**config.mk**
```make
export PLATFORM = sky130hd
export DESIGN_NAME = morse_decoder_fsm
export DESIGN_NICKNAME = d
export VERILOG_FILES = /design/src/rtl/morse_decoder_fsm.sv
export SDC_FILE = /design/constraint.sdc
export NUM_CORES = 1
export LEC_CHECK = 0
export ABC_AREA = 1
export CAP_MARGIN = 20
export CORE_UTILIZATION = 50
export CTS_BUF_LIST = sky130_fd_sc_hd__clkbuf_8
export CTS_CLUSTER_SIZE = 24
export DETAILED_ROUTE_END_ITERATION = 8
export GPL_TIMING_DRIVEN = 0
export MAX_ROUTING_LAYER = met4
export PLACE_DENSITY = 0.7
export SLEW_MARGIN = 20
export SYNTH_ARGS = -nofsm -noshare
export SYNTH_HDL_FRONTEND = slang
export SYNTH_SLANG_ARGS = --single-unit
```
**constraint.sdc**
```tcl
create_clock -name clk_i -period 1.91 [get_ports clk_i]
set_clock_uncertainty 0.1 [all_clocks]
set_input_delay 0.4775 -clock clk_i [delete_from_list [all_inputs] [get_ports clk_i]]
set_output_delay 0.4775 -clock clk_i [all_outputs]
set_load 0.02 [all_outputs]
```
**src/rtl/morse_decoder_fsm.sv**
```systemverilog
// ============================================================================
// Module   : morse_decoder_fsm
// Brief    : Times a Morse key against a unit tick, classifies dots/dashes and
//            emits a 4-bit code plus 3-bit length per character.
// Revision : 1.0
// ============================================================================
`default_nettype none

module morse_decoder_fsm #(
    parameter int DOT_MAX_UNITS  = 2,
    parameter int CHAR_GAP_UNITS = 3
) (
    input  logic       clk_i,
    input  logic       rst_i,
    input  logic       tick_i,
    input  logic       key_i,
    output logic [3:0] MorseCharacter_o,
    output logic [2:0] MorseLength_o,
    output logic       valid_o,
    output logic       error_o,
    output logic       dotLed_o,
    output logic       dashLed_o,
    output logic       busyLed_o
);

    localparam logic [2:0] C_DOT_MAX  = 3'(DOT_MAX_UNITS);
    localparam logic [2:0] C_CHAR_GAP = 3'(CHAR_GAP_UNITS);
    localparam logic [2:0] C_CNT_MAX  = 3'd7;
    localparam logic [2:0] C_MAX_SYMS = 3'd4;

    typedef enum logic [1:0] {
        S_IDLE  = 2'd0,
        S_MARK  = 2'd1,
        S_SPACE = 2'd2,
        S_EMIT  = 2'd3
    } state_t;

    state_t     r_state,    w_state_nxt;
    logic       r_key_meta, r_key_sync;
    logic [2:0] r_mark_cnt, w_mark_cnt_nxt;
    logic [2:0] r_gap_cnt,  w_gap_cnt_nxt;
    logic [3:0] r_shift,    w_shift_nxt;
    logic [2:0] r_sym_cnt,  w_sym_cnt_nxt;
    logic       r_ovf,      w_ovf_nxt;
    logic [3:0] r_char,     w_char_nxt;
    logic [2:0] r_len,      w_len_nxt;
    logic [2:0] w_gap_inc;

    assign w_gap_inc = r_gap_cnt + 3'd1;

    always_ff @(posedge clk_i or posedge rst_i) begin
        if (rst_i) begin
            r_key_meta <= 1'b0;
            r_key_sync <= 1'b0;
        end else begin
            r_key_meta <= key_i;
            r_key_sync <= r_key_meta;
        end
    end

    always_ff @(posedge clk_i or posedge rst_i) begin
        if (rst_i) begin
            r_state    <= S_IDLE;
            r_mark_cnt <= 3'd0;
            r_gap_cnt  <= 3'd0;
            r_shift    <= 4'd0;
            r_sym_cnt  <= 3'd0;
            r_ovf      <= 1'b0;
            r_char     <= 4'd0;
            r_len      <= 3'd0;
        end else begin
            r_state    <= w_state_nxt;
            r_mark_cnt <= w_mark_cnt_nxt;
            r_gap_cnt  <= w_gap_cnt_nxt;
            r_shift    <= w_shift_nxt;
            r_sym_cnt  <= w_sym_cnt_nxt;
            r_ovf      <= w_ovf_nxt;
            r_char     <= w_char_nxt;
            r_len      <= w_len_nxt;
        end
    end

    always_comb begin
        w_state_nxt    = r_state;
        w_mark_cnt_nxt = r_mark_cnt;
        w_gap_cnt_nxt  = r_gap_cnt;
        w_shift_nxt    = r_shift;
        w_sym_cnt_nxt  = r_sym_cnt;
        w_ovf_nxt      = r_ovf;
        w_char_nxt     = r_char;
        w_len_nxt      = r_len;

        case (r_state)
            S_IDLE: begin
                w_mark_cnt_nxt = 3'd0;
                w_gap_cnt_nxt  = 3'd0;
                w_shift_nxt    = 4'd0;
                w_sym_cnt_nxt  = 3'd0;
                w_ovf_nxt      = 1'b0;
                if (r_key_sync) begin
                    w_state_nxt = S_MARK;
                end
            end
            S_MARK: begin
                if (!r_key_sync) begin
                    w_mark_cnt_nxt = 3'd0;
                    w_gap_cnt_nxt  = 3'd0;
                    if (r_mark_cnt == 3'd0) begin
                        // A press that never saw a tick is dropped as a glitch
                        w_state_nxt = (r_sym_cnt != 3'd0) ? S_SPACE : S_IDLE;
                    end else begin
                        if (r_sym_cnt < C_MAX_SYMS) begin
                            w_shift_nxt[r_sym_cnt[1:0]] = (r_mark_cnt > C_DOT_MAX);
                            w_sym_cnt_nxt               = r_sym_cnt + 3'd1;
                        end else begin
                            w_ovf_nxt = 1'b1;
                        end
                        w_state_nxt = S_SPACE;
                    end
                end else if (tick_i && (r_mark_cnt != C_CNT_MAX)) begin
                    w_mark_cnt_nxt = r_mark_cnt + 3'd1;
                end
            end
            S_SPACE: begin
                if (r_key_sync) begin
                    w_mark_cnt_nxt = 3'd0;
                    w_gap_cnt_nxt  = 3'd0;
                    w_state_nxt    = S_MARK;
                end else if (tick_i) begin
                    w_gap_cnt_nxt = w_gap_inc;
                    if (w_gap_inc == C_CHAR_GAP) begin
                        // Load on entry to EMIT so the code appears with valid_o
                        w_state_nxt = S_EMIT;
                        if (!r_ovf) begin
                            w_char_nxt = r_shift;
                            w_len_nxt  = r_sym_cnt;
                        end
                    end
                end
            end
            default: begin
                w_shift_nxt   = 4'd0;
                w_sym_cnt_nxt = 3'd0;
                w_ovf_nxt     = 1'b0;
                w_state_nxt   = S_IDLE;
            end
        endcase
    end

    assign MorseCharacter_o = r_char;
    assign MorseLength_o    = r_len;
    assign valid_o          = (r_state == S_EMIT) && !r_ovf;
    assign error_o          = (r_state == S_EMIT) &&  r_ovf;
    assign dotLed_o         = (r_state == S_MARK) && (r_mark_cnt <= C_DOT_MAX);
    assign dashLed_o        = (r_state == S_MARK) && (r_mark_cnt >  C_DOT_MAX);
    assign busyLed_o        = (r_state != S_IDLE);

endmodule

`default_nettype wire

```
==> run_results.csv, run 1 <==
group,metric,value,unit
final_layout,nNetsFinal,215,
outcome,violations,"negative setup slack",
global_routing,grt.total_usage,19.9,%
timing,setup_slack,-0.0404,ns
floorplan,die_area,3050,um2
yosys,ys_seq_area_share,44.2,%
place,dpl.cell_count,217,
min_path,hold_class,"reg -> reg",
setup_path,path_buf_inv,4,
clock_network,cts_tree,"done",
detailed_routing,vias,1150,
final_layout,nFillCells,224,
setup_path,reg2regPathDepth,8,
final_layout,syn_to_final_growth,23.7,%
clock_network,clk_latency,0.28,ns
place,port_buffers,15,
yosys,synth_area_leaders,"dfrtp_1, nand2_1, ha_1",
place,gp_congestion,0.820,
power,ir_drop,0.000481,V
floorplan,die_w,55.2,um
yosys,synthCells,172,
timing,setup_viol,2,
floorplan,num_io_pins,16,
yosys,synth_area,1420,um2
power,power.share.combinational,21.1,%
detailed_routing,drt_iter0_markers,17,
power,power_density,646,nW/um2
yosys,synth_seq_cells,25,
floorplan,initial_core_util,55.1,%
clock_network,cts_buffer_depth,2,
setup_path,cpPeakStageDelay,0.41,ns
clock_network,cts_sinks,25,
timing,worst_slew_pin_slew,0.948,ns
setup_path,critPathCaptureType,"output pin",
clock_network,cts_root_buffer,"clkbuf_8",
timing,final_max_slew_viol_count,0,
timing,slew-limit-headroom,36.7,%
yosys,synth_warnings,0,
job,drv_cap,0,
global_routing,grt_pass1_wl,4820,um
detailed_routing,drtAntennaViolNets,0,
floorplan,die_h,55.2,um
power,pwr-share-seq,49.5,%
timing,rsz0062_at_grt,"true",
global_routing,grt_overflow_total,0,
outcome,outcome,"complete, but fails checks",
power,pwr-share-clk,29.4,%
final_layout,drive_above_1_share,18.0,%
global_routing,grt_pass1_vias,1120,
power,power_switching,343,uW
timing,post-route-min-period,1.95,ns
final_layout,fin_cells,230,
min_path,hold_path_end,"r_key_sync",
min_path,worstHoldPathCells,0,
setup_path,critPathSlowestCell,"dfrtp_1",
clock_network,cts_made_buffers,3,
yosys,synth_top_area_share,44.2,%
place,hpwlAfterDp,1890,um
global_routing,antenna_found_initial,0,
power,power,1.13,mW
timing,hold_viol,0,
final_layout,antenna_cells,0,
setup_path,regToRegSetupSlack,0.26,ns
power,intPower,788,uW
setup_path,r2r-end,"r_mark_cnt[1]",
yosys,synthDistinctLibCells,23,
detailed_routing,routed_wl,2710,um
power,p_leak,0.943,nW
clock_network,htree_levels,1,
detailed_routing,remaining_drc_errors,0,
yosys,post-synth-top-area-cell,"dfrtp_1",
timing,fin_crit_sh,102,%
min_path,min_from,"r_key_meta",
setup_path,crit_type,"reg -> out",
final_layout,fin_util,68.2,%
detailed_routing,viasPerCell,5.00,
floorplan,coreArea,2570,um2
detailed_routing,drtPass1Iterations,4,
setup_path,worstReg2RegStart,"r_mark_cnt[1]",
clock_network,clkTransAtPathRegs,0.09,ns
setup_path,crit_arrival,1.37,ns
setup_path,path_delay_family,"flip-flops",
setup_path,crit_path_max_fanout,2,
setup_path,cp_cell_sequence,"inv_2 > ha_4 > inv_2 > a21oi_4 > buf_12 > nor2_8 > buf_6",
timing,fmax,0.513,GHz
setup_path,crit_top_cell,"inv_2",
floorplan,rows,18,
yosys,syn-num-nets,186,
power,switching_share,30.3,%
global_routing,grt_max_degree,26,
clock_network,hold_buffers,0,
setup_path,cp.required,1.33,ns
detailed_routing,wl_per_cell,11.8,um
setup_path,start_kind,"flip-flop",
yosys,avgSynthCellArea,8.23,um2
==> cell type report <==
| type | instances | area, um2 | area share (%) |
|---|---|---|---|
| clock inverter | 1 | 7.51 | 0.429 |
| tap | 30 | 37.5 | 2.14 |
| clock buffer | 3 | 41.3 | 2.36 |
| multi-input combinational | 120 | 703 | 40.2 |
| timing repair buffer | 24 | 224 | 12.8 |
| buffer | 1 | 7.51 | 0.429 |
| sequential | 25 | 627 | 35.8 |
| inverter | 26 | 103 | 5.86 |
==> metal layers <==
layer  up-vias  wire length [um]  track usage, %
met1       527              1330            25.3
met5         -                 0               -
met4         0                59            8.57
met2        18              1240            31.8
li1        599                 -               -
met3         6                88            2.58
==> power groups by stage <==
stage	combinational, mW	sequential [mW]	clock (mW)
after floorplan	0.153	0.567	0
after global placement	0.196	0.571	0
after detailed placement	0.201	0.572	0
after CTS	0.230	0.560	0.345
after global routing	0.266	0.562	0.359
final	0.238	0.560	0.333
==> layout by cell type (no fill, tap or decap) <==
cell             instances
inv_2                    5
buf_4                   10
nand3_1                 18
nand4_1                  4
nand2_4                  2
nor2_4                   1
dfrtp_1                 24
clkinvlp_4               1
nor2_8                   2
buf_2                    1
xor2_1                   1
buf_12                   1
dlygate4sd2_1            1
o21ai_0                  3
clkdlybuf4s50_1         10
dfrtp_2                  1
or2_1                    1
nor2_2                   1
buf_6                    1
clkdlybuf4s15_2          1
o21ai_2                  1
xnor2_1                  1
a21oi_4                  1
nor2_1                   7
nand3b_1                 1
inv_4                    2
a21oi_1                  2
nand2_1                 56
clkbuf_8                 3
inv_1                   19
nand3_4                  1
ha_4                     1
ha_1                     9
o21ai_1                  7
==> cells in the mapped netlist, drive strengths merged <==
| cell | instances |
|---|---|
| a21oi | 3 |
| or2 | 1 |
| nand2 | 58 |
| ha | 10 |
| inv | 26 |
| buf | 1 |
| nor2 | 11 |
| nand3b | 1 |
| nand4 | 4 |
| xor2 | 1 |
| dfrtp | 25 |
| xnor2 | 1 |
| nand3 | 19 |
| o21ai | 11 |
==> per-stage QoR <==
| stage | hold WS (ns) | TNS, ns | area, um2 | setup WS, ns |
|---|---|---|---|---|
| after floorplan | 0.231 | 0 | 1420 | 0.0934 |
| after global placement | 0.234 | -0.571 | 1610 | -0.348 |
| after detailed placement | 0.243 | -0.619 | 1610 | -0.386 |
| after CTS | 0.265 | -0.0984 | 1740 | -0.0494 |
| after global routing | 0.268 | -0.196 | 1750 | -0.100 |
| final | 0.259 | -0.0755 | 1750 | -0.0404 |
==> registers in the layout, indices dropped and copies added (netlist names) <==
register	cells
MorseCharacter_o	4
r_shift	4
MorseLength_o	3
r_gap_cnt	3
r_mark_cnt	3
r_sym_cnt	3
r_state	2
r_key_meta	1
r_key_sync	1
r_ovf	1
==> how the worst max path moves through the flow <==
stage	end	cells past startpoint	startpoint	slack, ns
2_1_floorplan	dotLed_o	6	r_mark_cnt[0]	0.09
3_3_place_gp	dotLed_o	7	r_mark_cnt[0]	-0.35
3_5_place_dp	dotLed_o	7	r_mark_cnt[0]	-0.39
4_1_cts	dashLed_o	7	r_mark_cnt[0]	-0.05
5_1_grt	dotLed_o	7	r_mark_cnt[0]	-0.10
6_report	dashLed_o	7	r_mark_cnt[0]	-0.04
==> logic make-up after synthesis <==
kind of cell             synth area share (%)
buffers and inverters                    7.78
AO/OA/AOI/OAI                            5.22
XOR/XNOR                                 1.24
AND/OR/NAND/NOR                          32.7
adder cells (fa/ha/maj)                  8.84
flip-flops                               44.2
==> timing repair <==
item	CTS	global route
gates resized for setup	24	1
pin swaps	4	1
setup buffers	7	2
endpoints found under the setup margin	5	4
(Power assumes the default switching activity.)
==> run 2, diff against run 1 <==
--- a/constraint.sdc
+++ b/constraint.sdc
@@ -4,2 +4,2 @@
 set_output_delay 0.4775 -clock clk_i [all_outputs]
-set_load 0.02 [all_outputs]
+set_load 0.05 [all_outputs]
==> run_results.csv, run 2 (same netlist as run 1, synthesis figures left out) <==
group,metric,value,unit
timing,hold_viol,0,
setup_path,start_kind,"flip-flop",
clock_network,clk_latency,0.27,ns
setup_path,cp_cell_sequence,"inv_2 > ha_4 > inv_2 > a21oi_4 > buf_12 > nor2_8 > buf_8",
floorplan,die_area,3050,um2
global_routing,grt_pass1_wl,4870,um
timing,setup_slack,-0.0355,ns
global_routing,antenna_found_initial,0,
global_routing,grt_overflow_total,0,
min_path,worstHoldPathCells,0,
global_routing,grt_max_degree,26,
min_path,hold_path_end,"r_key_sync",
clock_network,cts_buffer_depth,2,
floorplan,die_h,55.2,um
clock_network,cts_root_buffer,"clkbuf_8",
global_routing,grt_pass1_vias,1133,
floorplan,die_w,55.2,um
detailed_routing,viasPerCell,5.10,
setup_path,reg2regPathDepth,6,
power,p_leak,0.982,nW
place,port_buffers,15,
detailed_routing,routed_wl,2700,um
floorplan,coreArea,2570,um2
final_layout,most-common-layout-cells,"nand2_1, dfrtp_1, inv_1, nand3_1, ha_1",
detailed_routing,wl_per_cell,11.8,um
place,post-place-ws,-0.635,ns
floorplan,num_io_pins,16,
min_path,hold_class,"reg -> reg",
timing,slew-limit-headroom,66.3,%
clock_network,cts_made_buffers,3,
final_layout,fin_util,68.5,%
setup_path,regToRegSetupSlack,0.31,ns
final_layout,syn_to_final_growth,24.2,%
setup_path,cpPeakStageDelay,0.40,ns
job,drv_cap,0,
setup_path,crit_arrival,1.37,ns
timing,fin_crit_sh,102,%
final_layout,drive_above_1_share,19.1,%
floorplan,initial_core_util,55.1,%
timing,post-route-min-period,1.95,ns
timing,setup_viol,2,
place,hpwlAfterDp,1940,um
timing,fin_hold_ws,0.258,ns
timing,rsz0062_at_grt,"true",
setup_path,cp.required,1.33,ns
setup_path,crit_top_cell,"inv_2",
clock_network,cts_tree,"done",
detailed_routing,remaining_drc_errors,0,
global_routing,grt.total_usage,20.0,%
setup_path,worstReg2RegStart,"r_gap_cnt[0]",
timing,fmax,0.514,GHz
clock_network,cts_sinks,25,
floorplan,rows,18,
place,gp_congestion,0.813,
final_layout,final_common_cell,"nand2_1",
power,ir_drop,0.000538,V
min_path,min_from,"r_key_meta",
final_layout,nNetsFinal,214,
power,power_density,650,nW/um2
setup_path,critPathSlowestCell,"dfrtp_1",
detailed_routing,vias,1168,
detailed_routing,drtPass1Iterations,4,
setup_path,path_buf_inv,4,
power,power,1.14,mW
timing,worst_slew_pin_slew,0.505,ns
setup_path,path_delay_family,"flip-flops",
timing,final_max_slew_viol_count,0,
clock_network,clkTransAtPathRegs,0.08,ns
clock_network,htree_levels,1,
setup_path,crit_type,"reg -> out",
setup_path,crit_path_max_fanout,2,
final_layout,antenna_cells,0,
detailed_routing,drt_iter0_markers,39,
outcome,violations,"negative setup slack",
outcome,outcome,"complete, but fails checks",
setup_path,r2r-end,"MorseLength_o[0]",
timing,tns,-0.0621,ns
setup_path,critPathCaptureType,"output pin",
detailed_routing,drtAntennaViolNets,0,
==> run 2: changes by cell type in the layout (fill, tap and decap cells not counted), sizes merged <==
cell | before | now
clkdlybuf4s50 | 10 | 3
dlygate4sd2 | 1 | 7
buf | 13 | 11
clkbuf | 3 | 5
clkdlybuf4s15 | 1 | 0
clkdlybuf4s18 | 0 | 1
clkinv | 0 | 1
clkinvlp | 1 | 0
==> run 2: final cells by class <==
| type | count | area, um2 |
|---|---|---|
| fill | 233 | 810 |
| multi-input combinational | 120 | 711 |
| sequential | 25 | 627 |
| timing repair buffer | 23 | 226 |
| inverter | 26 | 103 |
| clock buffer | 3 | 41.3 |
| tap | 30 | 37.5 |
| buffer | 1 | 7.51 |
| clock inverter | 1 | 5.00 |
==> run 2: routing by layer <==
layer  global-route usage [%]  up-vias  part of all wire, %
met2                     32.7       23                   47
met5                        -        -                    0
met3                     3.28        5                  3.3
li1                         -      599                    -
met4                     6.07        0                  1.4
met1                     25.5      541                   48
==> run 2: worst max path at each step <==
stage / startpoint / cells past startpoint / slack (ns) / to
2_1_floorplan: r_mark_cnt[0] / 6 / 0.06 / dotLed_o
5_1_grt: r_mark_cnt[0] / 7 / -0.10 / dotLed_o
3_5_place_dp: r_mark_cnt[0] / 7 / -0.63 / dotLed_o
3_3_place_gp: r_mark_cnt[0] / 7 / -0.59 / dotLed_o
6_report: r_mark_cnt[0] / 7 / -0.04 / dashLed_o
4_1_cts: r_mark_cnt[0] / 7 / -0.06 / dashLed_o
==> run 2: worst register-to-register path, stage by stage (launching register included) <==
cell,delay (ns)
dfrtp_1,0.41
ha_1,0.24
xor2_1,0.20
nor2_2,0.30
nand2_4,0.12
nand2_1,0.09
nand2_1,0.05
==> run 2: metrics by stage <==
stage,area (um2),std cells
2_1_floorplan,1430,172
3_3_place_gp,1610,217
3_5_place_dp,1610,217
4_1_cts,1740,228
5_1_grt,1760,229
6_report,1760,229
==> run 2: what timing repair did <==
item / 4_1_cts / 5_1_grt
pin swaps: 4 / 1
buffers inserted: 7 / 0
gates resized for setup: 42 / 4
hold buffers: 0 / 0
endpoints found under the setup margin: 12 / 5
hold endpoints to repair: 0 / 0
==> run 2: report_power, final <==
group	switching [mW]	leakage, nW	internal (mW)
logic	0.166	0.617	0.102
clock network	0.168	0.0255	0.146
registers	0.0166	0.339	0.544
